$ cat config.mk
export PLATFORM = sky130hd
export DESIGN_NAME = bcd_counter_display
export DESIGN_NICKNAME = d
export VERILOG_FILES = /design/src/rtl/bcd_counter_display_pkg.sv /design/src/rtl/bcd_counter_display_digit.sv /design/src/rtl/bcd_counter_display.sv
export SDC_FILE = /design/constraint.sdc
export NUM_CORES = 1
export LEC_CHECK = 0
export CAP_MARGIN = 30
export CORE_AREA = 2 2 96 98
export DETAILED_ROUTE_END_ITERATION = 10
export DIE_AREA = 0 0 98 100
export PLACE_DENSITY_LB_ADDON = 0.08
export SLEW_MARGIN = 20
export SYNTH_ARGS = -nofsm -noshare
export SYNTH_HDL_FRONTEND = slang
export SYNTH_HIERARCHICAL = 1
export SYNTH_SLANG_ARGS = --single-unit
$ cat constraint.sdc
create_clock -name clk -period 2.03 [get_ports clk]
set_input_delay 0.406 -clock clk [delete_from_list [all_inputs] [get_ports clk]]
set_output_delay 0.406 -clock clk [all_outputs]
set_load 0.05 [all_outputs]
$ cat src/rtl/bcd_counter_display_pkg.sv
// ----------------------------------------------------------------------------
// bcd_counter_display_pkg : BCD limits, 7-segment patterns, decode fn  (rev 1.0)
// ----------------------------------------------------------------------------
`default_nettype none

package bcd_counter_display_pkg;

  localparam logic [3:0] BCD_MAX   = 4'd9;

  // Segment order is {g,f,e,d,c,b,a}, active high
  localparam logic [6:0] SEG_0     = 7'h3F;
  localparam logic [6:0] SEG_1     = 7'h06;
  localparam logic [6:0] SEG_2     = 7'h5B;
  localparam logic [6:0] SEG_3     = 7'h4F;
  localparam logic [6:0] SEG_4     = 7'h66;
  localparam logic [6:0] SEG_5     = 7'h6D;
  localparam logic [6:0] SEG_6     = 7'h7D;
  localparam logic [6:0] SEG_7     = 7'h07;
  localparam logic [6:0] SEG_8     = 7'h7F;
  localparam logic [6:0] SEG_9     = 7'h6F;
  localparam logic [6:0] SEG_BLANK = 7'h00;

  function automatic logic [6:0] seg_decode(input logic [3:0] d);
    logic [6:0] s;
    case (d)
      4'd0:    s = SEG_0;
      4'd1:    s = SEG_1;
      4'd2:    s = SEG_2;
      4'd3:    s = SEG_3;
      4'd4:    s = SEG_4;
      4'd5:    s = SEG_5;
      4'd6:    s = SEG_6;
      4'd7:    s = SEG_7;
      4'd8:    s = SEG_8;
      4'd9:    s = SEG_9;
      default: s = SEG_BLANK;
    endcase
    return s;
  endfunction

endpackage

`default_nettype wire

$ cat src/rtl/bcd_counter_display_digit.sv
// ----------------------------------------------------------------------------
// bcd_digit : one BCD decade with ripple carry (up) / borrow (down)  (rev 1.0)
// ----------------------------------------------------------------------------
`default_nettype none

module bcd_digit
  import bcd_counter_display_pkg::*;
(
  input  logic       clk,
  input  logic       rst_n,
  input  logic       step,
  input  logic       dir,
  input  logic       carry_in,
  input  logic       load,
  input  logic [3:0] load_digit,
  output logic [3:0] digit,
  output logic       carry_out
);

  // carry_in/carry_out act as borrow_in/borrow_out when dir=0
  assign carry_out = carry_in & (dir ? (digit == BCD_MAX) : (digit == 4'd0));

  always_ff @(posedge clk or negedge rst_n) begin
    if (!rst_n) begin
      digit <= 4'd0;
    end else if (load) begin
      digit <= (load_digit > BCD_MAX) ? BCD_MAX : load_digit;
    end else if (step && carry_in) begin
      if (dir)
        digit <= (digit == BCD_MAX) ? 4'd0 : digit + 4'd1;
      else
        digit <= (digit == 4'd0) ? BCD_MAX : digit - 4'd1;
    end
  end

endmodule

`default_nettype wire

$ cat src/rtl/bcd_counter_display.sv
// ----------------------------------------------------------------------------
// bcd_counter_display : N-digit BCD up/down counter, muxed 7-seg driver  (rev 1.0)
// ----------------------------------------------------------------------------
`default_nettype none

module bcd_counter_display
  import bcd_counter_display_pkg::*;
#(
  parameter int NUM_DIGITS = 2,
  parameter int TICK_DIV   = 1000000,
  parameter int SCAN_DIV   = 1000,
  parameter int BLANK_LZ   = 1
) (
  input  logic                    clk,
  input  logic                    rst_n,
  input  logic                    en,
  input  logic                    dir,
  input  logic                    load,
  input  logic [4*NUM_DIGITS-1:0] load_val,
  output logic [4*NUM_DIGITS-1:0] count,
  output logic                    tick,
  output logic                    wrap,
  output logic [6:0]              seg,
  output logic [NUM_DIGITS-1:0]   digit_sel
);

  localparam int PW = (TICK_DIV > 1)   ? $clog2(TICK_DIV)   : 1;
  localparam int SW = (SCAN_DIV > 1)   ? $clog2(SCAN_DIV)   : 1;
  localparam int IW = (NUM_DIGITS > 1) ? $clog2(NUM_DIGITS) : 1;

  localparam logic [PW-1:0] PRESC_MAX = PW'(TICK_DIV - 1);
  localparam logic [SW-1:0] SCAN_MAX  = SW'(SCAN_DIV - 1);
  localparam logic [IW-1:0] IDX_MAX   = IW'(NUM_DIGITS - 1);

  logic [PW-1:0]         presc;
  logic                  step;
  logic [NUM_DIGITS:0]   carry;
  logic [3:0]            digits [NUM_DIGITS];
  logic [SW-1:0]         scan_cnt;
  logic                  scan_wrap;
  logic [IW-1:0]         scan_idx;
  logic [NUM_DIGITS-1:0] lz;
  logic [3:0]            cur_digit;
  logic                  cur_blank;
  logic [NUM_DIGITS-1:0] sel_next;
  logic [6:0]            seg_next;

  // ---------------- prescaler / step ----------------
  assign step = en & (presc == PRESC_MAX);

  always_ff @(posedge clk or negedge rst_n) begin
    if (!rst_n) begin
      presc <= '0;
    end else if (load) begin
      presc <= '0;
    end else if (en) begin
      presc <= (presc == PRESC_MAX) ? '0 : presc + 1'b1;
    end
  end

  // A load suppresses the coincident step, so neither pulse is reported
  always_ff @(posedge clk or negedge rst_n) begin
    if (!rst_n) begin
      tick <= 1'b0;
      wrap <= 1'b0;
    end else begin
      tick <= step & ~load;
      wrap <= step & ~load & carry[NUM_DIGITS];
    end
  end

  // ---------------- digit chain ----------------
  assign carry[0] = 1'b1;

  for (genvar i = 0; i < NUM_DIGITS; i++) begin : g_digit
    bcd_digit u_digit (
      .clk        (clk),
      .rst_n      (rst_n),
      .step       (step),
      .dir        (dir),
      .carry_in   (carry[i]),
      .load       (load),
      .load_digit (load_val[4*i +: 4]),
      .digit      (digits[i]),
      .carry_out  (carry[i+1])
    );
    assign count[4*i +: 4] = digits[i];
  end

  // ---------------- leading-zero detect and digit mux ----------------
  always_comb begin
    logic upper_zero;
    upper_zero = 1'b1;
    lz         = '0;
    for (int i = NUM_DIGITS - 1; i >= 1; i--) begin
      upper_zero = upper_zero & (digits[i] == 4'd0);
      lz[i]      = upper_zero;
    end
  end

  always_comb begin
    cur_digit = digits[0];
    cur_blank = 1'b0;
    sel_next  = '0;
    for (int i = 0; i < NUM_DIGITS; i++) begin
      if (scan_idx == IW'(i)) begin
        cur_digit = digits[i];
        cur_blank = lz[i];
      end
      sel_next[i] = (scan_idx == IW'(i));
    end
    seg_next = ((BLANK_LZ != 0) && cur_blank) ? SEG_BLANK : seg_decode(cur_digit);
  end

  // ---------------- scan timing and output registers ----------------
  assign scan_wrap = (scan_cnt == SCAN_MAX);

  always_ff @(posedge clk or negedge rst_n) begin
    if (!rst_n) begin
      scan_cnt  <= '0;
      scan_idx  <= '0;
      digit_sel <= NUM_DIGITS'(1);
      seg       <= SEG_0;
    end else begin
      scan_cnt <= scan_wrap ? '0 : scan_cnt + 1'b1;
      if (scan_wrap)
        scan_idx <= (scan_idx == IDX_MAX) ? '0 : scan_idx + 1'b1;
      digit_sel <= sel_next;
      seg       <= seg_next;
    end
  end

endmodule

`default_nettype wire

; ---- Word level (Yosys, flattened, before mapping)
; Memories as Yosys holds them, arrays and structs flattened.
; Cells that the tools add are included.
[totals]
register_bits = 50
romBits = 112
in_bits = 13
out_inout_bits = 19
memories = 1
[op_classes]
n_addsub = 7
magnitude_cmp = 2
eq_ne = 4
n_mux = 22
bitwise_logic = 6
n_reduce_logical = 6
[memory_table]
columns = memory, depth, width, read_ports, rd_ports_with_merged_regs, write_ports, line
row1 = (no name shown), 16, 7, 1, 0, 0, bcd_counter_display_pkg.sv:25  ; case (d)
[op_table]
columns = operator, n
row1 = $mux 20, 3
row2 = $mux 4, 13
row3 = $add 20x1->20 const B, 1
row4 = $eq 20x20->1 const B, 1
row5 = $add 10x1->10 const B, 1
row6 = $eq 10x10->1 const B, 1
row7 = $mux 10, 1
row8 = $add 4x1->4 const B, 2
row9 = $eq 4x4->1 const B, 2
row10 = $gt 4x4->1 const B, 2
row11 = $logic_not 4->1, 2
row12 = $sub 4x1->4 const B, 2
row13 = $mux 7, 1
row14 = $reduce_bool 2->1, 3
row15 = $and 1x1->1, 4
row16 = $mux 1, 4
row17 = $not 1->1, 2
row18 = $add 1x1->1 const B, 1
row19 = $logic_and 1x1->1, 1

; ---- Longest topological paths before layout
; Gate-level depths: netlist of run 1.
[logic_depth]
depth_word = 5
mapped_depth = 8
depth_no_buf = 8

; ---- Modules after synthesis
; Netlist of run 1, hierarchy kept.
[by_module_without_submodules]
columns = mod, n_inst, cells_per_inst, area_each_um2, seq_area_each_um2
row1 = bcd_counter_display, 1, 240, 2259.7, 1059.8
row2 = bcd_digit, 2, 47, 381.6, 100.1

; ---- Worst setup path after synthesis of run 1
; OpenSTA, ideal clock, no wires.
[synth_timing]
path_type = register -> register
start = reg g_digit[0].u_digit.digit[0]
end = reg g_digit[1].u_digit.digit[1]
setup_time_ps = 66
arrival_time_ps = 2234
required_ps = 1964
path_slack_ps = -270
stages_incl_launch_ff = 8
cell_sequence = dfrtp_1 > buf_2 > and3_1 > nor2_1 > nor4b_1 > nand2_1 > a2111oi_0 > o31a_1
[synth_via]
elab_chain_len = 4
[synth_lines]
columns = item, line
row1 = from (decl), bcd_counter_display_digit.sv:16  ; output logic [3:0] digit,
row2 = from (signal assigned), bcd_counter_display_digit.sv:27  ; digit <= (load_digit > BCD_MAX) ? BCD_MAX : load_digit;
row3 = from (signal assigned), bcd_counter_display_digit.sv:30  ; digit <= (digit == BCD_MAX) ? 4'd0 : digit + 4'd1;
row4 = from (signal assigned), bcd_counter_display_digit.sv:32  ; digit <= (digit == 4'd0) ? BCD_MAX : digit - 4'd1;
row5 = $eq 4x4->1 or $logic_not 4->1 (tied branches), bcd_counter_display_digit.sv:21  ; assign carry_out = carry_in & (dir ? (digit == BCD_MAX) : (digit == 4'd0));
row6 = $mux 1 *, bcd_counter_display_digit.sv:21
row7 = via carry[1], bcd_counter_display.sv:37  ; logic [NUM_DIGITS:0] carry;
row8 = $logic_and 1x1->1 *, bcd_counter_display_digit.sv:28  ; end else if (step && carry_in) begin
row9 = $reduce_bool 2->1 (no source line) *, --
row10 = to (signal assigned), bcd_counter_display_digit.sv:27
row11 = to (signal assigned), bcd_counter_display_digit.sv:30
row12 = to (signal assigned), bcd_counter_display_digit.sv:32
row13 = to (decl), bcd_counter_display_digit.sv:16
; The timed path passes the listed nets; every way through them passes the cells marked *.
; A chain may end at the register's enable or synchronous reset.

; ---- Worst setup path in the final report of run 1
[layout_timing]
start = reg presc[15]
end = reg g_digit[1].u_digit.digit[1]
[layout_via]
elab_chain_len = 4
[layout_lines]
columns = item, line
row1 = from (decl), bcd_counter_display.sv:35  ; logic [PW-1:0] presc;
row2 = from (signal assigned), bcd_counter_display.sv:57  ; presc <= (presc == PRESC_MAX) ? '0 : presc + 1'b1;
row3 = $eq 20x20->1, bcd_counter_display.sv:49  ; assign step = en & (presc == PRESC_MAX);
row4 = $and 1x1->1, bcd_counter_display.sv:49
row5 = via step, bcd_counter_display.sv:36  ; logic step;
row6 = $logic_and 1x1->1, bcd_counter_display_digit.sv:28
row7 = $reduce_bool 2->1 (no source line), --
; The timed path passes the listed nets, and every way through them passes these cells.

==> metrics.csv, run 1 <==
metric;value;unit
outcome;finished, violations left;
violations;negative setup slack;
synthAdderAreaFrac;2.48;%
worstReg2RegStart;presc[15];
final_util;44.0;%
start_util;34.0;%
end_kind;register;
antenna_left;0;
tns;-0.0298;ns
multiInputGateArea;1720;sq um
powerDensity;575;nW/um^2
place_area;3690;sq um
drt-total-wl;7630;um
cts-root-buf;clkbuf_8;
grt_max_degree;33;
io_buffers;31;
worst_pin_slew;0.572;ns
ios;32;
vdd_drop_max;0.000295;V
top_layer_used;met4;
grt_pass1_wl;13000;um
die_area;9800;sq um
hold_ws;0.0235;ns
syn_avg_cell_area;9.05;sq um
crit_path_start_kind;register;
wl_met3;188;um
grt_use_total;16.2;%
dpl.hpwl;5570;um
preCtsSetupSlack;-0.182;ns
htree_levels;2;
core_area;8890;sq um
syn_inst;334;
min_path_type;primary input to async pin;
leakage;1.60;nW
ys_ff_latch;50;
final_common_cell;buf_4;
drive_gt1_share;24.2;%
cts_tree;done;
die_w;98;um
clk_pin_slew;0.11;ns
cts_made_buffers;5;
synthSimpleGateAreaFrac;25.2;%
final_hold_viol_count;0;
fillCellCount;901;
clockBufferDepth;2;
slew_headroom;61.7;%
yosysWarnings;6;
synth-async-reset-ratio;100;%
wire_per_inst;15.0;um
final_area;3910;sq um
synth_top_family_by_area;simple AND/OR/NAND/NOR gates;
ctsHoldBuffers;0;
num_vias;2672;
maxCapViolCount;0;
ys.flop_type;dfrtp_1;
synth.distinct_cells;56;
crit_start;presc[15];
critPathMaxStageDelay;0.54;ns
synth_xor_area_share;6.37;%
fin_worst_skew;0.0111;ns
via_per_inst;5.26;
period_share;101;%
clkLatencyLatePin;0.31;ns
max_freq;0.485;GHz
slowest_stage;or4_4;
ys_seq_area_share;41.7;%
rows;35;
die_h;100;um
crit_buf_inv;1;
synth-compound-area-share;16.4;%
seq_area;1260;sq um
grt_overflow;0;
num_antenna_cells;0;
gp_congestion;0.811;
route.met2.wl;3730;um
antenna_found_initial;0;
slew_viol_final;0;
cts_sinks;50;
drtPass1Iterations;4;
arrival;2.26;ns
drc;0;
drt-initial-drc-count;82;
path_class;register to register;
worst_slack;-0.0298;ns
min_period;2.06;ns
wl_met1;3620;um
crit_fanout;6;
layout_common_cells;54 x buf_4, 41 x dfrtp_1, 26 x nand2_1;
syn-cell-area;3020;sq um
area_growth;29.3;%
grt_pass1_vias;2665;
synth-edff-count;0;
critical-path-top-delay-family;simple AND/OR/NAND/NOR gates;
grt_setup_unrepaired;true;
required;2.23;ns
nets;415;
final-setup-viol-count;1;
muxShareOfSynthArea;2.40;%
crit_chain;or4_4 -> nor3_4 -> nand4_1 -> inv_2 -> nand2_4 -> o21a_1 -> o31a_1;
routing by layer:
layer / track usage (%) / vias up
li1: - / 1334
met1: 20.8 / 1289
met2: 28.5 / 40
met3: 2.79 / 9
met4: 4.27 / 0
met5: 0 / -
report_power, final:
group	total [mW]	internal (mW)	leakage [nW]	switching, mW
Combinational	0.505	0.190	0.916	0.314
Sequential	1.09	1.05	0.640	0.0410
Clock	0.652	0.282	0.0478	0.370
logic make-up after synthesis:
kind of cell / count (synthesis)
compound gates: 75
mux: 7
simple gates: 138
flops: 50
fa+ha+maj: 6
buf+inv: 35
xor+xnor: 22
other cells: 1
through the flow:
stage / total power [mW] / instances
floorplan: 1.41 / 336
global placement: 1.61 / 497
detailed placement: 1.61 / 497
CTS: 2.28 / 506
global route: 2.37 / 508
finish: 2.25 / 508
what timing repair did:
item / 4_1_cts / 5_1_grt
endpoints found under the setup margin: 17 / 18
gates resized for setup: 8 / 10
setup buffers: 1 / 2
pin swaps: 1 / 6
gates cloned: 0 / 0
path summary, 6_finish.rpt:
check | cells past startpoint | slack, ns | end
setup / recovery | 7 | -0.03 | g_digit[1].u_digit/digit[1]
hold / removal | 1 | 0.02 | seg[6]
setup reg to reg | 7 | -0.03 | g_digit[1].u_digit/digit[1]
hold reg to reg | 1 | 0.50 | scan_cnt[0]
max in group asynchronous | 3 | 1.36 | presc[7]
min in group clk | 1 | 0.50 | scan_cnt[0]
state kept, by name, summed over array words and instances, names as in the netlist:
register and cells:
scan_idx 1, digit_sel 2, seg 7, tick 1
presc 20, scan_cnt 10, wrap 1, g_digit.u_digit/digit 8
final cells by class:
| cell class | instances | area share [%] |
|---|---|---|
| Clock inverter | 2 | 0.416 |
| Tap cell | 111 | 3.55 |
| Sequential cell | 50 | 32.3 |
| Clock buffer | 6 | 2.11 |
| Timing Repair Buffer | 74 | 16.2 |
| Inverter | 14 | 1.34 |
| Multi-Input combinational cell | 251 | 44.1 |
worst reg2reg max path, cell delays in order (launching register included):
cell and delay (ns):
dfrtp_1 0.39, or4_4 0.54, nor3_4 0.14, nand4_1 0.17, inv_2 0.18, nand2_4 0.09
o21a_1 0.21, o31a_1 0.23
Yosys cell counts, types with 3 or more instances:
cell | instances | share of area, %
a31oi_1 | 3 | 0.62
nand3_1 | 16 | 2.6
and3_1 | 6 | 1.2
xor2_1 | 11 | 3.2
dfstp_2 | 7 | 6.1
mux2i_1 | 5 | 1.7
nand3b_1 | 3 | 0.74
buf_2 | 7 | 1.2
or3_1 | 6 | 1.2
nand2_1 | 28 | 3.5
dfrtp_1 | 43 | 36
nor2b_1 | 5 | 1.0
ha_1 | 6 | 2.5
and4_1 | 3 | 0.87
o21a_1 | 7 | 1.7
a21oi_1 | 15 | 2.5
nand4_1 | 11 | 2.3
a2111oi_0 | 4 | 1.2
clkbuf_1 | 9 | 1.1
buf_6 | 3 | 1.1
xnor2_1 | 11 | 3.2
nor4_1 | 7 | 1.4
o21ai_0 | 25 | 4.1
or4b_1 | 3 | 0.99
nor2_1 | 24 | 3.0
or4_1 | 3 | 0.74
nor4b_1 | 3 | 0.87
nor3_1 | 8 | 1.3
inv_1 | 14 | 1.7
(Power assumes the default switching activity.)
==> run 2: changes to the inputs <==
--- a/config.mk
+++ b/config.mk
@@ -9,6 +9,7 @@
 export CORE_AREA = 2 2 96 98
 export DETAILED_ROUTE_END_ITERATION = 10
 export DIE_AREA = 0 0 98 100
+export MAX_ROUTING_LAYER = met4
 export PLACE_DENSITY_LB_ADDON = 0.08
 export SLEW_MARGIN = 20
 export SYNTH_ARGS = -nofsm -noshare
==> metrics.csv, run 2 (synthesis results as in run 1) <==
metric;value;unit;change
layout_common_cells;54 x buf_4, 41 x dfrtp_1, 26 x nand2_1;;
worst_pin_slew;0.572;ns;-0.000231 ns
dpl.hpwl;5570;um;unchanged
fin_worst_skew;0.0108;ns;-0.000326 ns
slew_viol_final;0;;unchanged
powerDensity;575;nW/um^2;about the same
core_area;8890;sq um;unchanged
clockBufferDepth;2;;unchanged
drt-initial-drc-count;100;;+22%
min_period;2.06;ns;+0.00363 ns
antenna_left;0;;unchanged
vdd_drop_max;0.000294;V;about the same
end_kind;register;;
ff2ff_path_depth;7;;unchanged
worst_slack;-0.0335;ns;-0.00363 ns
seq_area;1260;sq um;unchanged
place_area;3690;sq um;unchanged
drt-total-wl;7640;um;about the same
top_usage_layer;met2;;
grt_pass1_vias;2658;;-0.26%
cts-root-buf;clkbuf_8;;
place_inst;497;;unchanged
slowest_stage;or4_4;;
area_growth;29.3;%;unchanged
max_freq;0.485;GHz;-0.18%
maxCapViolCount;0;;unchanged
power_frac_clock;29.0;%;about the same
crit_chain;or4_4 -> nor3_4 -> nand4_1 -> inv_2 -> nand2_4 -> o21a_1 -> o31a_1;;
period_share;102;%;+0.18 points
final-setup-viol-count;1;;unchanged
r2r-end;g_digit[1].u_digit/digit[1];;
path_class;register to register;;
clk_pin_slew;0.11;ns;about the same
p_sw_share;32.3;%;about the same
cts_made_buffers;5;;unchanged
critPathMaxStageDelay;0.54;ns;about the same
r2r_slack;-0.03;ns;about the same
clkLatencyLatePin;0.31;ns;about the same
drc;0;;unchanged
nets;415;;unchanged
htree_levels;2;;unchanged
slew_headroom;61.7;%;about the same
final_area;3910;sq um;unchanged
final_util;44.0;%;unchanged
grt_setup_unrepaired;true;;
rows;35;;unchanged
seqPwrFrac;48.5;%;about the same
fillCellCount;901;;unchanged
crit_path_start_kind;register;;
drtPass1Iterations;4;;unchanged
num_antenna_cells;0;;unchanged
die_w;98;um;unchanged
die_area;9800;sq um;unchanged
grt_overflow;0;;unchanged
largest_reg_flops;20;;unchanged
p_comb_share;22.5;%;about the same
min_path_type;primary input to async pin;;
leakage;1.60;nW;unchanged
ios;32;;unchanged
hold_ws;0.0231;ns;-0.000365 ns
ctsHoldBuffers;0;;unchanged
via_per_inst;5.24;;-0.34%
cts_sinks;50;;unchanged
worstReg2RegStart;presc[15];;
grt_use_total;16.8;%;+0.51 points
gp_congestion;0.823;;+1.5%
antenna_found_initial;0;;unchanged
num_vias;2663;;-0.34%
use_met3;2.79;%;unchanged
outcome;finished, violations left;;
wire_per_inst;15.0;um;about the same
cts_tree;done;;
die_h;100;um;unchanged
final_hold_viol_count;0;;unchanged
critical-path-top-delay-family;simple AND/OR/NAND/NOR gates;;
grt_max_degree;33;;unchanged
grt_pass1_wl;13000;um;+0.22%
crit_buf_inv;1;;unchanged
crit_fanout;6;;unchanged
layoutNonFillerInstCount;508;;unchanged
start_util;34.0;%;unchanged
drive_gt1_share;24.2;%;unchanged
grtUsageMet2;28.4;%;-0.11 points
reg_top3;presc (20), scan_cnt (10), g_digit.u_digit/digit (8);;
arrival;2.26;ns;about the same
required;2.23;ns;about the same
preCtsSetupSlack;-0.182;ns;unchanged
p_int;1.52;mW;about the same
io_buffers;31;;unchanged
switchingPower;726;uW;about the same
largest-register;presc;;
multiInputGateArea;1720;sq um;unchanged
violations;negative setup slack;;
grt.met1_usage;21.0;%;+0.18 points
final_common_cell;buf_4;;
run 2: worst reg2reg max path, delay by kind of cell (launching register included):
family	cells	cell delay, ns
AND/OR/NAND/NOR	4	0.95
AO/OA/AOI/OAI	2	0.44
flip-flops	1	0.39
buffers and inverters	1	0.18
run 2: power by group through the flow:
stage                     Combinational, mW  Sequential, mW  Clock [mW]
after floorplan                       0.183            1.23           0
after global placement                0.497            1.11           0
after detailed placement              0.497            1.11           0
after CTS                             0.500            1.09       0.690
after global routing                  0.549            1.10       0.725
final                                 0.505            1.09       0.652
run 2: routing by layer:
| metal | vias to the layer above | routed length [um] |
|---|---|---|
| met3 | 9 | 174 |
| met2 | 38 | 3720 |
| li1 | 1336 | - |
| met4 | 0 | 97 |
| met1 | 1280 | 3650 |
| met5 | - | 0 |
run 2: worst max path at each step:
stage / from / end / slack, ns / cells after the start
after CTS: presc[15] / g_digit[0].u_digit/digit[1] / -0.02 / 7
after global routing: presc[15] / g_digit[1].u_digit/digit[1] / -0.15 / 7
after detailed placement: dir / g_digit[1].u_digit/digit[3] / -0.18 / 7
after floorplan: presc[11] / g_digit[1].u_digit/digit[1] / -0.003 / 8
after global placement: dir / g_digit[1].u_digit/digit[3] / -0.13 / 7
final: presc[15] / g_digit[1].u_digit/digit[1] / -0.03 / 7
run 2: cell type report:
type	instances	area share, %
clock inverters	2	0.416
inverters	14	1.34
repair buffers	74	16.2
flip-flops and latches	50	32.3
well taps	111	3.55
clock buffers	6	2.11
multi-input cells	251	44.1
run 2: repair_timing:
action	CTS	global route
pin swaps	1	6
setup buffers	1	2
endpoints found under the hold margin	0	0
setup endpoints to repair	17	18
gates resized for setup	8	10
run 2: stage by stage:
stage	total power [mW]	TNS [ns]
after floorplan	1.41	-0.00278
after global placement	1.61	-0.715
after detailed placement	1.61	-0.994
after CTS	2.28	-0.0326
after global routing	2.37	-0.684
final	2.25	-0.0335
